==> src/rtl/seg_pkg.sv <==
// seg_pkg: constants shared by the seven-segment scan driver and the
// downstream decoder.
//   SEG_BLANK_CODE         - nibble the decoder renders as an unlit digit
//   SEG_NUM_DIGITS_DEFAULT - default number of display positions
//   seg_idx_width()        - width of a position index (at least 1 bit)
package seg_pkg;

  localparam logic [3:0] SEG_BLANK_CODE         = 4'hF;
  localparam int         SEG_NUM_DIGITS_DEFAULT = 8;

  // Width of a counter that addresses n positions; never below one bit.
  function automatic int seg_idx_width(input int n);
    if (n > 2) begin
      return $clog2(n);
    end else begin
      return 1;
    end
  endfunction

endpackage

==> src/rtl/seg_lzb_mask.sv <==
// seg_lzb_mask: leading-zero blanking mask.
// Ports:
//   digits     in  4*NUM_DIGITS  packed BCD digits, nibble 0 least significant
//   blank_en   in  1             enable for leading-zero blanking
//   blank_mask out NUM_DIGITS    bit k set when position k must show blank
// A position is blanked when it and every more-significant nibble are zero.
// Position 0 is never blanked, so a zero value still shows a single "0".
module seg_lzb_mask
  import seg_pkg::*;
#(
  parameter int NUM_DIGITS = SEG_NUM_DIGITS_DEFAULT
) (
  input  logic [4*NUM_DIGITS-1:0] digits,
  input  logic                    blank_en,
  output logic [NUM_DIGITS-1:0]   blank_mask
);

  logic [NUM_DIGITS-1:0] mask_s;
  logic                  zero_run_s;

  // Walk from the most significant nibble down, tracking the run of zeros.
  always_comb begin
    mask_s     = '0;
    zero_run_s = 1'b1;
    for (int k = NUM_DIGITS - 1; k >= 1; k--) begin
      zero_run_s = zero_run_s & (digits[4*k +: 4] == 4'h0);
      mask_s[k]  = blank_en & zero_run_s;
    end
  end

  assign blank_mask = mask_s;

endmodule

==> src/rtl/seg_scan_driver.sv <==
// seg_scan_driver: time-multiplexed scan driver for a common-cathode
// seven-segment display.
// Ports:
//   clk        in  1             system clock
//   rst_n      in  1             synchronous active-low reset
//   digits_in  in  4*NUM_DIGITS  packed BCD digits, nibble 0 least significant
//   digit_en   in  NUM_DIGITS    per-position enable (0 keeps position dark)
//   blank_en   in  1             leading-zero blanking enable
//   bcd_out    out 4             code to the decoder, 4'hF = blank
//   sel_n      out NUM_DIGITS    one-cold active-low digit select
//   scan_tick  out 1             last cycle of every slot
//   frame_tick out 1             last cycle of the last slot of a frame
// Inputs are captured into shadow registers only at frame boundaries (and
// on the first edge after reset), so a frame is always drawn from one
// consistent snapshot. Outputs decode registered state only.
module seg_scan_driver
  import seg_pkg::*;
#(
  parameter int NUM_DIGITS = SEG_NUM_DIGITS_DEFAULT,
  parameter int SCAN_DIV   = 1000,
  parameter int DEAD_CYC   = 2
) (
  input  logic                    clk,
  input  logic                    rst_n,
  input  logic [4*NUM_DIGITS-1:0] digits_in,
  input  logic [NUM_DIGITS-1:0]   digit_en,
  input  logic                    blank_en,
  output logic [3:0]              bcd_out,
  output logic [NUM_DIGITS-1:0]   sel_n,
  output logic                    scan_tick,
  output logic                    frame_tick
);

  localparam int DIV_W = $clog2(SCAN_DIV);
  localparam int IDX_W = seg_idx_width(NUM_DIGITS);

  localparam logic [DIV_W-1:0] DIV_LAST = DIV_W'(SCAN_DIV - 1);
  localparam logic [DIV_W-1:0] DEAD_LIM = DIV_W'(DEAD_CYC);
  localparam logic [IDX_W-1:0] IDX_LAST = IDX_W'(NUM_DIGITS - 1);

  logic [DIV_W-1:0]        div_cnt_r;
  logic [IDX_W-1:0]        idx_r;
  logic                    load_pend_r;
  logic [4*NUM_DIGITS-1:0] digits_sh_r;
  logic [NUM_DIGITS-1:0]   digit_en_sh_r;
  logic                    blank_en_sh_r;

  logic                    slot_end_s;
  logic                    frame_end_s;
  logic                    live_s;
  logic [NUM_DIGITS-1:0]   blank_mask_s;
  logic [NUM_DIGITS-1:0]   sel_n_s;
  logic [3:0]              bcd_s;

  assign slot_end_s  = (div_cnt_r == DIV_LAST);
  assign frame_end_s = slot_end_s & (idx_r == IDX_LAST);
  // Dead time at the start of each slot keeps all cathodes off while the
  // segment lines settle to the new digit.
  assign live_s      = (div_cnt_r >= DEAD_LIM);

  // Dwell counter and position index, both with explicit wrap.
  always_ff @(posedge clk) begin
    if (!rst_n) begin
      div_cnt_r <= '0;
      idx_r     <= '0;
    end else if (slot_end_s) begin
      div_cnt_r <= '0;
      if (idx_r == IDX_LAST) begin
        idx_r <= '0;
      end else begin
        idx_r <= idx_r + IDX_W'(1);
      end
    end else begin
      div_cnt_r <= div_cnt_r + DIV_W'(1);
    end
  end

  // Shadow capture: pending load after reset, otherwise once per frame.
  always_ff @(posedge clk) begin
    if (!rst_n) begin
      load_pend_r   <= 1'b1;
      digits_sh_r   <= '0;
      digit_en_sh_r <= '0;
      blank_en_sh_r <= 1'b0;
    end else if (load_pend_r || frame_end_s) begin
      load_pend_r   <= 1'b0;
      digits_sh_r   <= digits_in;
      digit_en_sh_r <= digit_en;
      blank_en_sh_r <= blank_en;
    end else begin
      load_pend_r   <= load_pend_r;
    end
  end

  seg_lzb_mask #(
    .NUM_DIGITS (NUM_DIGITS)
  ) u_lzb (
    .digits     (digits_sh_r),
    .blank_en   (blank_en_sh_r),
    .blank_mask (blank_mask_s)
  );

  // Select and code for the active position; a blanked position keeps its
  // select but is fed the blank code.
  always_comb begin
    sel_n_s = '1;
    bcd_s   = SEG_BLANK_CODE;
    for (int k = 0; k < NUM_DIGITS; k++) begin
      if (live_s && (idx_r == IDX_W'(k))) begin
        sel_n_s[k] = ~digit_en_sh_r[k];
        if (blank_mask_s[k]) begin
          bcd_s = SEG_BLANK_CODE;
        end else begin
          bcd_s = digits_sh_r[4*k +: 4];
        end
      end else begin
        sel_n_s[k] = 1'b1;
      end
    end
  end

  assign sel_n      = sel_n_s;
  assign bcd_out    = bcd_s;
  assign scan_tick  = slot_end_s;
  assign frame_tick = frame_end_s;

endmodule

==> config.mk <==
export PLATFORM = sky130hd
export DESIGN_NAME = seg_scan_driver
export DESIGN_NICKNAME = d
export VERILOG_FILES = /design/src/rtl/seg_pkg.sv /design/src/rtl/seg_lzb_mask.sv /design/src/rtl/seg_scan_driver.sv
export SDC_FILE = /design/constraint.sdc
export NUM_CORES = 1
export LEC_CHECK = 0
export CORE_MARGIN = 4
export CORE_UTILIZATION = 45
export CTS_BUF_LIST = sky130_fd_sc_hd__clkbuf_4
export DETAILED_ROUTE_END_ITERATION = 16
export PLACE_DENSITY = 0.71
export REMOVE_ABC_BUFFERS = 1
export SYNTH_ARGS = -nofsm -noshare
export SYNTH_HDL_FRONTEND = slang
export SYNTH_HIERARCHICAL = 1
export SYNTH_SLANG_ARGS = --single-unit
==> constraint.sdc <==
create_clock -name clk -period 3 [get_ports clk]
set_clock_uncertainty 0.15 [all_clocks]
set_input_delay 0.3 -clock clk [delete_from_list [all_inputs] [get_ports clk]]
set_output_delay 0.3 -clock clk [all_outputs]
set_load 0.1 [all_outputs]
==> reports/results.ini <==
[layout]
fillCellCount = 571
final_nets = 458
drive_gt1_frac = 0.150
design_area_um2 = 3620
syn_to_final_growth_pct = 25.9
antenna_cells = 0

[yosys]
postSynth.asyncResetShare = 0
netlist_top_cells_area = dfxtp_1 (38%), nand3_1 (9.2%), nand2_1 (6.4%)
ys_seq_area_frac = 0.382
ys.flop_type = dfxtp_1
synthCells = 358
synth_edf_count = 0
yosysWarnings = 6
synth_top_area_share = 0.382
yosysMostFrequentCell = dfxtp_1
synth.avg_cell_area_um2 = 8.04
yosys.area.top_type = dfxtp_1
ys_ff_latch = 55
synthDistinctLibCells = 46
synthTopCellsByCount = dfxtp_1 (55), nand3_1 (53), nand2_1 (49)
synth_area_um2 = 2880

[pwr]
powerDensity_nw_per_um2 = 401
ir_worst_vdd_mv = 0.251
leakagePower_nw = 1.28

[timing]
period_needed_ns = 3.19
worstMarginPinSlew_ns = 0.564
rsz0062_at_grt = true
finalMaxSlewViolations = 0
fmax_ghz = 0.313
final-setup-viol-count = 4
whs_ns = 0.165
finalHoldViolations = 0
worst_slack_ns = -0.192
max_slew_margin = 0.624
finalCritPeriodShare = 1.06

[grt]
grt_usage = 0.182
overflow = 0
grt_pass1_wl_mm = 11.2
grt_max_degree = 59
grt_pass1_vias = 2407
antenna_found_initial = 0

[clock_tree]
cts_tree = built
insertion_delay_ns = 0.40
cts_root_buf = clkbuf_4
clockBufferDepth = 2
clk_pin_slew_worst_paths_ns = 0.18
cts_htree_levels = 2
cts-buffers-inserted = 5
cts.sinks = 55
hold_buffers = 0

[worst_setup_path]
rrSetupSlack_ns = 0.78
endpoint = bcd_out[0]
cp-startpoint = digits_sh_r[21]
crit_fanout = 3
end_kind = output port
r2r_end = digits_sh_r[23]
required_ns = 2.55
cp-start-kind = flip-flop
worstSetupPathType = flip-flop to output port
cp_data_arrival_time_ns = 2.74
timing.rr.start = idx_r[0]
r2r_cells = 6

[placement]
post-dp-hpwl_mm = 4.90
portBuffers = 56
place_congestion = 0.913
dpl_cell_area_um2 = 3400

[flow_run]
cap_violations = 0

[floorplan]
io_pins = 57
core.rowCount = 28
dieArea_um2 = 7740
fp.dieH_um = 88.0
coreArea_um2 = 6060
die_w_um = 88.0
start_util = 0.475

[run_status]
status = complete, but fails checks
failed_checks = negative setup slack

[route]
routed_wl_mm = 6.98
drc = 0
vias = 2652
ant_nets = 0
detail_route.first_pass.iterations = 4
drt_iter0_drc = 158
avgRoutedWirePerCell_um = 14.5
routed_via_density = 5.49

[worst_hold_path]
hold_class = input pin to flip-flop

==> flip-flops by register name, summed over array words and instances (netlist names) <==
register       cells
load_pend_r        1
div_cnt_r         10
digit_en_sh_r      8
idx_r              3
blank_en_sh_r      1
digits_sh_r       32
==> routing by layer <==
layer / vias up / track usage / wire (µm)
li1: 1374 / - / -
met1: 1196 / 0.255 / 3400
met2: 75 / 0.280 / 3060
met3: 7 / 0.0367 / 405
met4: 0 / 0.0614 / 112
met5: - / 0 / 0
==> metrics by stage <==
| stage | cells | utilization | TNS [ns] | worst slack [ns] | power [mW] |
|---|---|---|---|---|---|
| 3_5_place_dp | 468 | 0.561 | 0 | 0.0958 | 1.10 |
| 5_1_grt | 483 | 0.598 | -1.16 | -0.327 | 1.51 |
| 2_1_floorplan | 333 | - | -2.94 | -1.08 | 0.961 |
| 4_1_cts | 479 | 0.583 | -0.462 | -0.153 | 1.45 |
| 6_report | 483 | 0.598 | -0.672 | -0.192 | 1.45 |
| 3_3_place_gp | 468 | 0.561 | 0 | 0.178 | 1.09 |
==> repair_timing <==
| action | CTS | global route |
|---|---|---|
| pin swaps | 5 | 9 |
| endpoints found under the setup margin | 4 | 4 |
| buffers inserted | 3 | 4 |
| gates resized for setup | 10 | 11 |
| gates cloned | 0 | 0 |
==> logic make-up after synthesis <==
logic type | synth area share
AND/OR/NAND/NOR | 0.325
AO/OA/AOI/OAI | 0.160
flip-flops | 0.382
buffers and inverters | 0.0730
XOR/XNOR | 0.0243
adder cells (fa/ha/maj) | 0.0348
other | 0.00130
==> power by group <==
| group | total, mW | internal, mW | switching [mW] |
|---|---|---|---|
| clock network | 0.344 | 0.0943 | 0.250 |
| logic | 0.309 | 0.143 | 0.167 |
| registers | 0.801 | 0.768 | 0.0324 |
==> critical path: stages (launching register included) <==
cell     delay, ns
dfxtp_2       0.36
nor4_2        0.31
nand4_1       0.27
nor4_4        0.31
buf_4         0.17
buf_4         0.10
nor3b_2       0.03
o32ai_2       0.27
nor4_2        0.07
o32ai_2       0.21
buf_12        0.22
==> placed cells by master, fill, tap and decap left out, drive strengths merged, types with 4 or more instances in the layout <==
master and instances:
o32ai 5, nor2 29, clkdlybuf4s50 41, nand3b 5, buf 25, o21ai 42
clkbuf 5, nand2 49, xnor2 6, ha 8, a21oi 6, nor3b 7
nor4b 4, inv 10, nand3 53, dfxtp 55, nor4 10
==> how the worst min path moves through the flow <==
stage	startpoint	endpoint	slack (ns)	cells past startpoint
final	rst_n	digits_sh_r[10]	0.17	3
after CTS	rst_n	digits_sh_r[1]	0.17	3
after global routing	rst_n	digits_sh_r[1]	0.19	3
after global placement	digit_en_sh_r[6]	digit_en_sh_r[6]	0.29	2
after floorplan	digit_en_sh_r[0]	digit_en_sh_r[0]	0.28	2
after detailed placement	digits_sh_r[2]	digits_sh_r[2]	0.29	2
==> area by class of cell <==
type / instances / area [µm²] / share of cell area
sequential: 55 / 1110 / 0.305
timing repair buffer: 67 / 666 / 0.184
inverter: 10 / 37.5 / 0.0104
tap: 75 / 93.8 / 0.0259
clock buffer: 5 / 37.5 / 0.0104
clock inverter: 3 / 23.8 / 0.00656
multi-input combinational: 268 / 1660 / 0.458
No activity file was read; power rests on OpenSTA's default activity.
